### config.mk
export PLATFORM = sky130hd
export DESIGN_NAME = sprite_rom_scheduler
export DESIGN_NICKNAME = d
export VERILOG_FILES = /design/src/rtl/racing_game_pkg.sv /design/src/rtl/sprite_rr_picker.sv /design/src/rtl/sprite_rom_scheduler.sv
export SDC_FILE = /design/constraint.sdc
export NUM_CORES = 1
export LEC_CHECK = 0
export BUFFER_PORTS_ARGS = -buffer_cell sky130_fd_sc_hd__buf_2
export CAP_MARGIN = 10
export CELL_PAD_IN_SITES_DETAIL_PLACEMENT = 1
export CELL_PAD_IN_SITES_GLOBAL_PLACEMENT = 1
export CORE_AREA = 2 2 58 60
export CTS_CLUSTER_DIAMETER = 60
export CTS_CLUSTER_SIZE = 10
export DETAILED_ROUTE_END_ITERATION = 16
export DIE_AREA = 0 0 60 62
export GPL_TIMING_DRIVEN = 0
export PLACE_DENSITY = 0.84
export RECOVER_POWER = 100
export SETUP_SLACK_MARGIN = 0.02
export SLEW_MARGIN = 25
export SYNTH_ARGS = -nofsm -noshare
export SYNTH_HDL_FRONTEND = slang
export SYNTH_SLANG_ARGS = --single-unit
### constraint.sdc
create_clock -name clk -period 2.6 [get_ports clk]
set_clock_uncertainty 0.15 [all_clocks]
set_input_delay 0.26 -clock clk [delete_from_list [all_inputs] [get_ports clk]]
set_output_delay 0.26 -clock clk [all_outputs]
set_load 0.03 [all_outputs]
### src/rtl/racing_game_pkg.sv
// Shared constants and types for the racing game video pipeline.
// Timing constants follow a 640x480 raster with 800 clocks per line.
package racing_game_pkg;

  localparam int H_VISIBLE = 640;
  localparam int H_TOTAL   = 800;
  localparam int V_TOTAL   = 525;

  typedef enum logic [1:0] {
    IDLE  = 2'd0,
    SCAN  = 2'd1,
    LOAD  = 2'd2,
    FLUSH = 2'd3
  } sched_state_t;

endpackage

### src/rtl/sprite_rr_picker.sv
// Rotating-priority encoder: returns the first set pending bit at or after
// rr_ptr, wrapping modulo NUM_SPRITES (non-power-of-two counts are legal).
module sprite_rr_picker #(
  parameter int NUM_SPRITES = 4,
  parameter int SEL_W       = $clog2(NUM_SPRITES)
) (
  input  logic [NUM_SPRITES-1:0] pending,
  input  logic [SEL_W-1:0]       rr_ptr,
  output logic                   hit,
  output logic [SEL_W-1:0]       idx
);

  logic [SEL_W:0] cand;

  // Walk from farthest to nearest so the candidate closest to rr_ptr wins.
  always_comb begin
    hit  = 1'b0;
    idx  = '0;
    cand = '0;
    for (int i = NUM_SPRITES - 1; i >= 0; i--) begin
      cand = {1'b0, rr_ptr} + (SEL_W+1)'(i);
      if (cand >= (SEL_W+1)'(NUM_SPRITES))
        cand = cand - (SEL_W+1)'(NUM_SPRITES);
      if (pending[cand[SEL_W-1:0]]) begin
        hit = 1'b1;
        idx = cand[SEL_W-1:0];
      end
    end
  end

endmodule

### src/rtl/sprite_rom_scheduler.sv
// Shares the single car sprite ROM among the sprite renderers during
// horizontal blanking, one SLOT_CYCLES load window per requester per line.
//
//   state | meaning
//   ------+-------------------------------------------------------------
//   IDLE  | waiting for hpos==HBLANK_START; samples req there
//   SCAN  | one clock: pick next pending renderer from rr_ptr onwards
//   LOAD  | load strobe held for SLOT_CYCLES clocks on the granted one
//   FLUSH | one clock: publish starved/overrun, clear pending, drop busy
module sprite_rom_scheduler #(
  parameter int NUM_SPRITES  = 4,
  parameter int SLOT_CYCLES  = 4,
  parameter int HBLANK_START = racing_game_pkg::H_VISIBLE,
  parameter int H_TOTAL      = racing_game_pkg::H_TOTAL,
  parameter int SEL_W        = $clog2(NUM_SPRITES)
) (
  input  logic                   clk,
  input  logic                   reset,
  input  logic [9:0]             hpos,
  input  logic [NUM_SPRITES-1:0] req,
  output logic [NUM_SPRITES-1:0] load,
  output logic [SEL_W-1:0]       sel,
  output logic                   busy,
  output logic                   done,
  output logic [NUM_SPRITES-1:0] starved,
  output logic                   overrun
);

  import racing_game_pkg::*;

  localparam int               CNT_W     = $clog2(SLOT_CYCLES + 1);
  localparam logic [CNT_W-1:0] SLOT_LAST = CNT_W'(SLOT_CYCLES - 1);
  localparam logic [SEL_W-1:0] IDX_LAST  = SEL_W'(NUM_SPRITES - 1);

  sched_state_t           state, state_nxt;
  logic [NUM_SPRITES-1:0] pending, pending_nxt;
  logic [SEL_W-1:0]       rr_ptr, rr_nxt;
  logic [SEL_W-1:0]       grant, grant_nxt;
  logic [CNT_W-1:0]       slot_cnt, cnt_nxt;
  logic [NUM_SPRITES-1:0] load_nxt;
  logic [SEL_W-1:0]       sel_nxt;
  logic                   busy_nxt;
  logic                   done_nxt;
  logic [NUM_SPRITES-1:0] starved_nxt;
  logic                   overrun_nxt;

  logic                   pick_hit;
  logic [SEL_W-1:0]       pick_idx;
  logic                   win_open;
  logic                   win_close;

  assign win_open  = (hpos == 10'(HBLANK_START));
  assign win_close = (hpos == 10'(H_TOTAL - 1));

  sprite_rr_picker #(
    .NUM_SPRITES (NUM_SPRITES),
    .SEL_W       (SEL_W)
  ) u_picker (
    .pending (pending),
    .rr_ptr  (rr_ptr),
    .hit     (pick_hit),
    .idx     (pick_idx)
  );

  always_ff @(posedge clk or negedge reset) begin
    if (!reset) begin
      state    <= IDLE;
      pending  <= '0;
      rr_ptr   <= '0;
      grant    <= '0;
      slot_cnt <= '0;
      load     <= '0;
      sel      <= '0;
      busy     <= 1'b0;
      done     <= 1'b0;
      starved  <= '0;
      overrun  <= 1'b0;
    end else begin
      state    <= state_nxt;
      pending  <= pending_nxt;
      rr_ptr   <= rr_nxt;
      grant    <= grant_nxt;
      slot_cnt <= cnt_nxt;
      load     <= load_nxt;
      sel      <= sel_nxt;
      busy     <= busy_nxt;
      done     <= done_nxt;
      starved  <= starved_nxt;
      overrun  <= overrun_nxt;
    end
  end

  always_comb begin
    state_nxt   = state;
    pending_nxt = pending;
    rr_nxt      = rr_ptr;
    grant_nxt   = grant;
    cnt_nxt     = slot_cnt;
    load_nxt    = load;
    sel_nxt     = sel;
    busy_nxt    = busy;
    starved_nxt = starved;
    overrun_nxt = overrun;

    case (state)
      IDLE: begin
        if (win_open) begin
          pending_nxt = req;
          busy_nxt    = 1'b1;
          state_nxt   = SCAN;
        end
      end

      SCAN: begin
        // A reopen seen here means H_TOTAL is misconfigured; treat it as a close.
        if (win_close || win_open) begin
          state_nxt = FLUSH;
        end else if (pick_hit) begin
          grant_nxt          = pick_idx;
          sel_nxt            = pick_idx;
          cnt_nxt            = '0;
          load_nxt           = '0;
          load_nxt[pick_idx] = 1'b1;
          state_nxt          = LOAD;
        end else begin
          state_nxt = FLUSH;
        end
      end

      LOAD: begin
        if (slot_cnt == SLOT_LAST) begin
          pending_nxt[grant] = 1'b0;
          rr_nxt             = (grant == IDX_LAST) ? '0 : grant + SEL_W'(1);
          load_nxt           = '0;
          state_nxt          = (win_close || win_open) ? FLUSH : SCAN;
        end else if (win_close || win_open) begin
          // Cut short: pending bit and rr_ptr stay, so this renderer leads next line.
          load_nxt  = '0;
          state_nxt = FLUSH;
        end else begin
          cnt_nxt = slot_cnt + CNT_W'(1);
        end
      end

      FLUSH: begin
        starved_nxt = pending;
        overrun_nxt = overrun | (|pending);
        pending_nxt = '0;
        busy_nxt    = 1'b0;
        state_nxt   = IDLE;
      end

      default: state_nxt = IDLE;
    endcase

    done_nxt = (state != FLUSH) && (state_nxt == FLUSH) && (pending_nxt == '0);
  end

endmodule
==> impl_metrics.ini <==
[layout]
nNetsFinal = 181
fill_cells = 386
area_growth_pct = 16.8
n_antenna_cell = 0
fin_area_um2 = 1550
drive_gt1_share_pct = 17.1

[min_path]
min-delay-path-class = in -> reg
hold_start = req[1]

[power]
p_comb_share_pct = 35.0
pwr-share-seq_pct = 41.8
p_int_uw = 759
power_frac_clock_pct = 23.2
swShare_pct = 36.3
p_leak_uw = 0.000694
p_sw_uw = 433
power.density_nw_per_um2 = 770
vdd_drop_max_uv = 388

[cts]
clk_latency_ns = 0.33
clockRootBuffer = clkbuf_4
cts-hold-fix-buffers = 1
clock_path_buffers = 2
cts_made_buffers = 3
post_cts_buffers = 0
cts.htree.levels = 1
cts_tree = done
clkSlewWorstSetupHoldPaths_ns = 0.15
clock_sinks = 24
cts_resized = 0

[timing]
hold_ws_ns = 0.00850
final.setup.worst_slack_ns = 0.211
rsz0062_at_grt = no
tns_ns = 0
period_minus_slack_ns = 2.39
relSlewSlack_pct = 13.2
finalMaxSlewViolations = 0
worst_pin_slew_ns = 1.30
clock.fmax_mhz = 419
fin_crit_sh_pct = 91.9
hold_viol = 0
setup_viol = 0

[grt]
antenna_found_initial = 0
grt_pass1_wl_um = 5240
grt_pass1_vias = 1210
grt_max_degree = 25
grt_usage_pct = 19.3
grt_overflow_total = 0

[logic_synthesis]
synth_area_um2 = 1330
syn_inst = 125
yosys-top-cells-count = dfrtp_1 (24), nand3_1 (10), inv_1 (8)
synth.area.top_cells = dfrtp_1 (45%), ha_1 (5.7%), mux2_2 (5.1%)
syn_area_per_cell_um2 = 10.6
synth_warnings = 0
yosysTopAreaCell = dfrtp_1
async_flop_share_pct = 100
synth.distinct_cells = 42
synth_top_cell_area_share_pct = 45.3
synth-edff-count = 0
yosysSeqAreaShare_pct = 45.3
synth.most_common_cell = dfrtp_1
synth_ff_type = dfrtp_1
syn_nets = 147
ys_seq_elements = 24

[route]
routed_wirelength_um = 3220
drt.antenna.violating_nets = 0
drtIter0Drc = 41
vias = 1114
drt-pass1-iter-count = 4
drc = 0
avgViaCountPerCell = 5.46
wl_per_cell_um = 15.8

[run_status]
outcome = completed

[critical_path]
r2r_end = load[1]
crit_required_ns = 2.69
crit_end = done
cp-end-kind = register
timing.rr.start = pending[2]
start_kind = input pin
cp.arrival_ns = 2.48
critical-path-max-stage-delay_ns = 0.66
reg2reg_depth = 5
slowest_stage = nor4_1
path_cells = clkbuf_1 -> or4b_1 -> nor4_1 -> nand3_4 -> or4_1 -> a22oi_1
crit_start = hpos[3]
rrSetupSlack_ns = 0.34
path_max_fanout = 6
crit_type = in -> reg

[job]
max_cap_violations = 0

[die]
core_um2 = 3180
initial_core_util_pct = 41.7
chipWidth_um = 60
die-area_um2 = 3720
fp.dieH_um = 62
io_pins = 29
num_rows = 21

[placement]
gp_congestion = 0.805
postPlaceCellArea_um2 = 1520
pre_cts_ws_ns = 0.284
hpwl_um = 2540
io_buffers = 28
-- routing by layer --
layer  part of all wire [%]  up-vias  routed length, um  global-route usage, %
li1                       -      532                  -                      -
met1                     42      552               1340                   19.9
met2                     55       26               1770                   38.8
met3                    2.4        4                 77                   2.69
met4                   0.90        0                 29                   7.30
met5                      0        -                  0                      0
-- layout by cell type (no fill, tap or decap), types with 3 or more instances in the layout --
cell / Yosys / layout
a22o_1: 4 / 4
buf_2: 0 / 13
clkbuf_1: 3 / 18
clkbuf_4: 0 / 3
dfrtp_1: 24 / 24
ha_1: 6 / 6
inv_1: 8 / 8
mux2_2: 6 / 6
mux2i_1: 4 / 4
nand2_1: 7 / 7
nand3_1: 10 / 10
nor2_1: 7 / 7
nor4_1: 2 / 3
o21ai_0: 7 / 7
-- cell families (layout without fill, tap and decap cells) --
logic type	count (synthesis)	count (layout)	share of synthesized area, %
simple gates	44	44	21.5
buf+inv	11	44	3.12
fa+ha+maj	6	6	5.67
flops	24	24	45.3
compound gates	30	30	16.2
mux	10	10	8.12
-- power by group through the flow --
stage               registers [uW]  logic, uW  clock network (uW)
floorplan                      534        267                   0
global placement               495        394                   0
detailed placement             505        427                   0
CTS                            498        433                 280
global route                   507        466                 294
finish                         498        417                 277
-- critical path, delay by kind of cell --
| family | cells | cell delay (ns) |
|---|---|---|
| and+or+nand+nor | 4 | 1.89 |
| AOI/OAI and AO/OA | 1 | 0.22 |
| buffers and inverters | 1 | 0.10 |
-- worst min path at each step --
stage | end | slack, ns | cells after the start
finish | pending[1] | 0.009 | 3
global route | pending[3] | 0.008 | 3
CTS | pending[1] | 0.01 | 3
detailed placement | starved[2] | 0.13 | 1
global placement | busy | 0.11 | 1
floorplan | busy | -0.19 | 0
-- sequential cells by signal, indices dropped and copies added, names as in the netlist --
name / flops
busy: 1
done: 1
grant: 2
load: 4
overrun: 1
pending: 4
rr_ptr: 2
slot_cnt: 3
starved: 4
state: 2
-- cell type report --
| cell class | count | area (um2) | area share [%] |
|---|---|---|---|
| multi-input cells | 90 | 664 | 42.9 |
| flip-flops and latches | 24 | 601 | 38.8 |
| repair buffers | 29 | 131 | 8.49 |
| well taps | 46 | 57.6 | 3.72 |
| clock inverters | 1 | 30.0 | 1.94 |
| inverters | 8 | 30.0 | 1.94 |
| clock buffers | 3 | 22.5 | 1.46 |
| plain buffers | 3 | 11.3 | 0.728 |
-- metrics by stage --
step	util [%]	instances	power [uW]
finish	48.7	204	1190
global route	48.7	204	1270
CTS	49.9	204	1210
detailed placement	47.9	199	932
global placement	47.9	199	889
floorplan	-	125	801
Power figures use the tool's default switching activity.
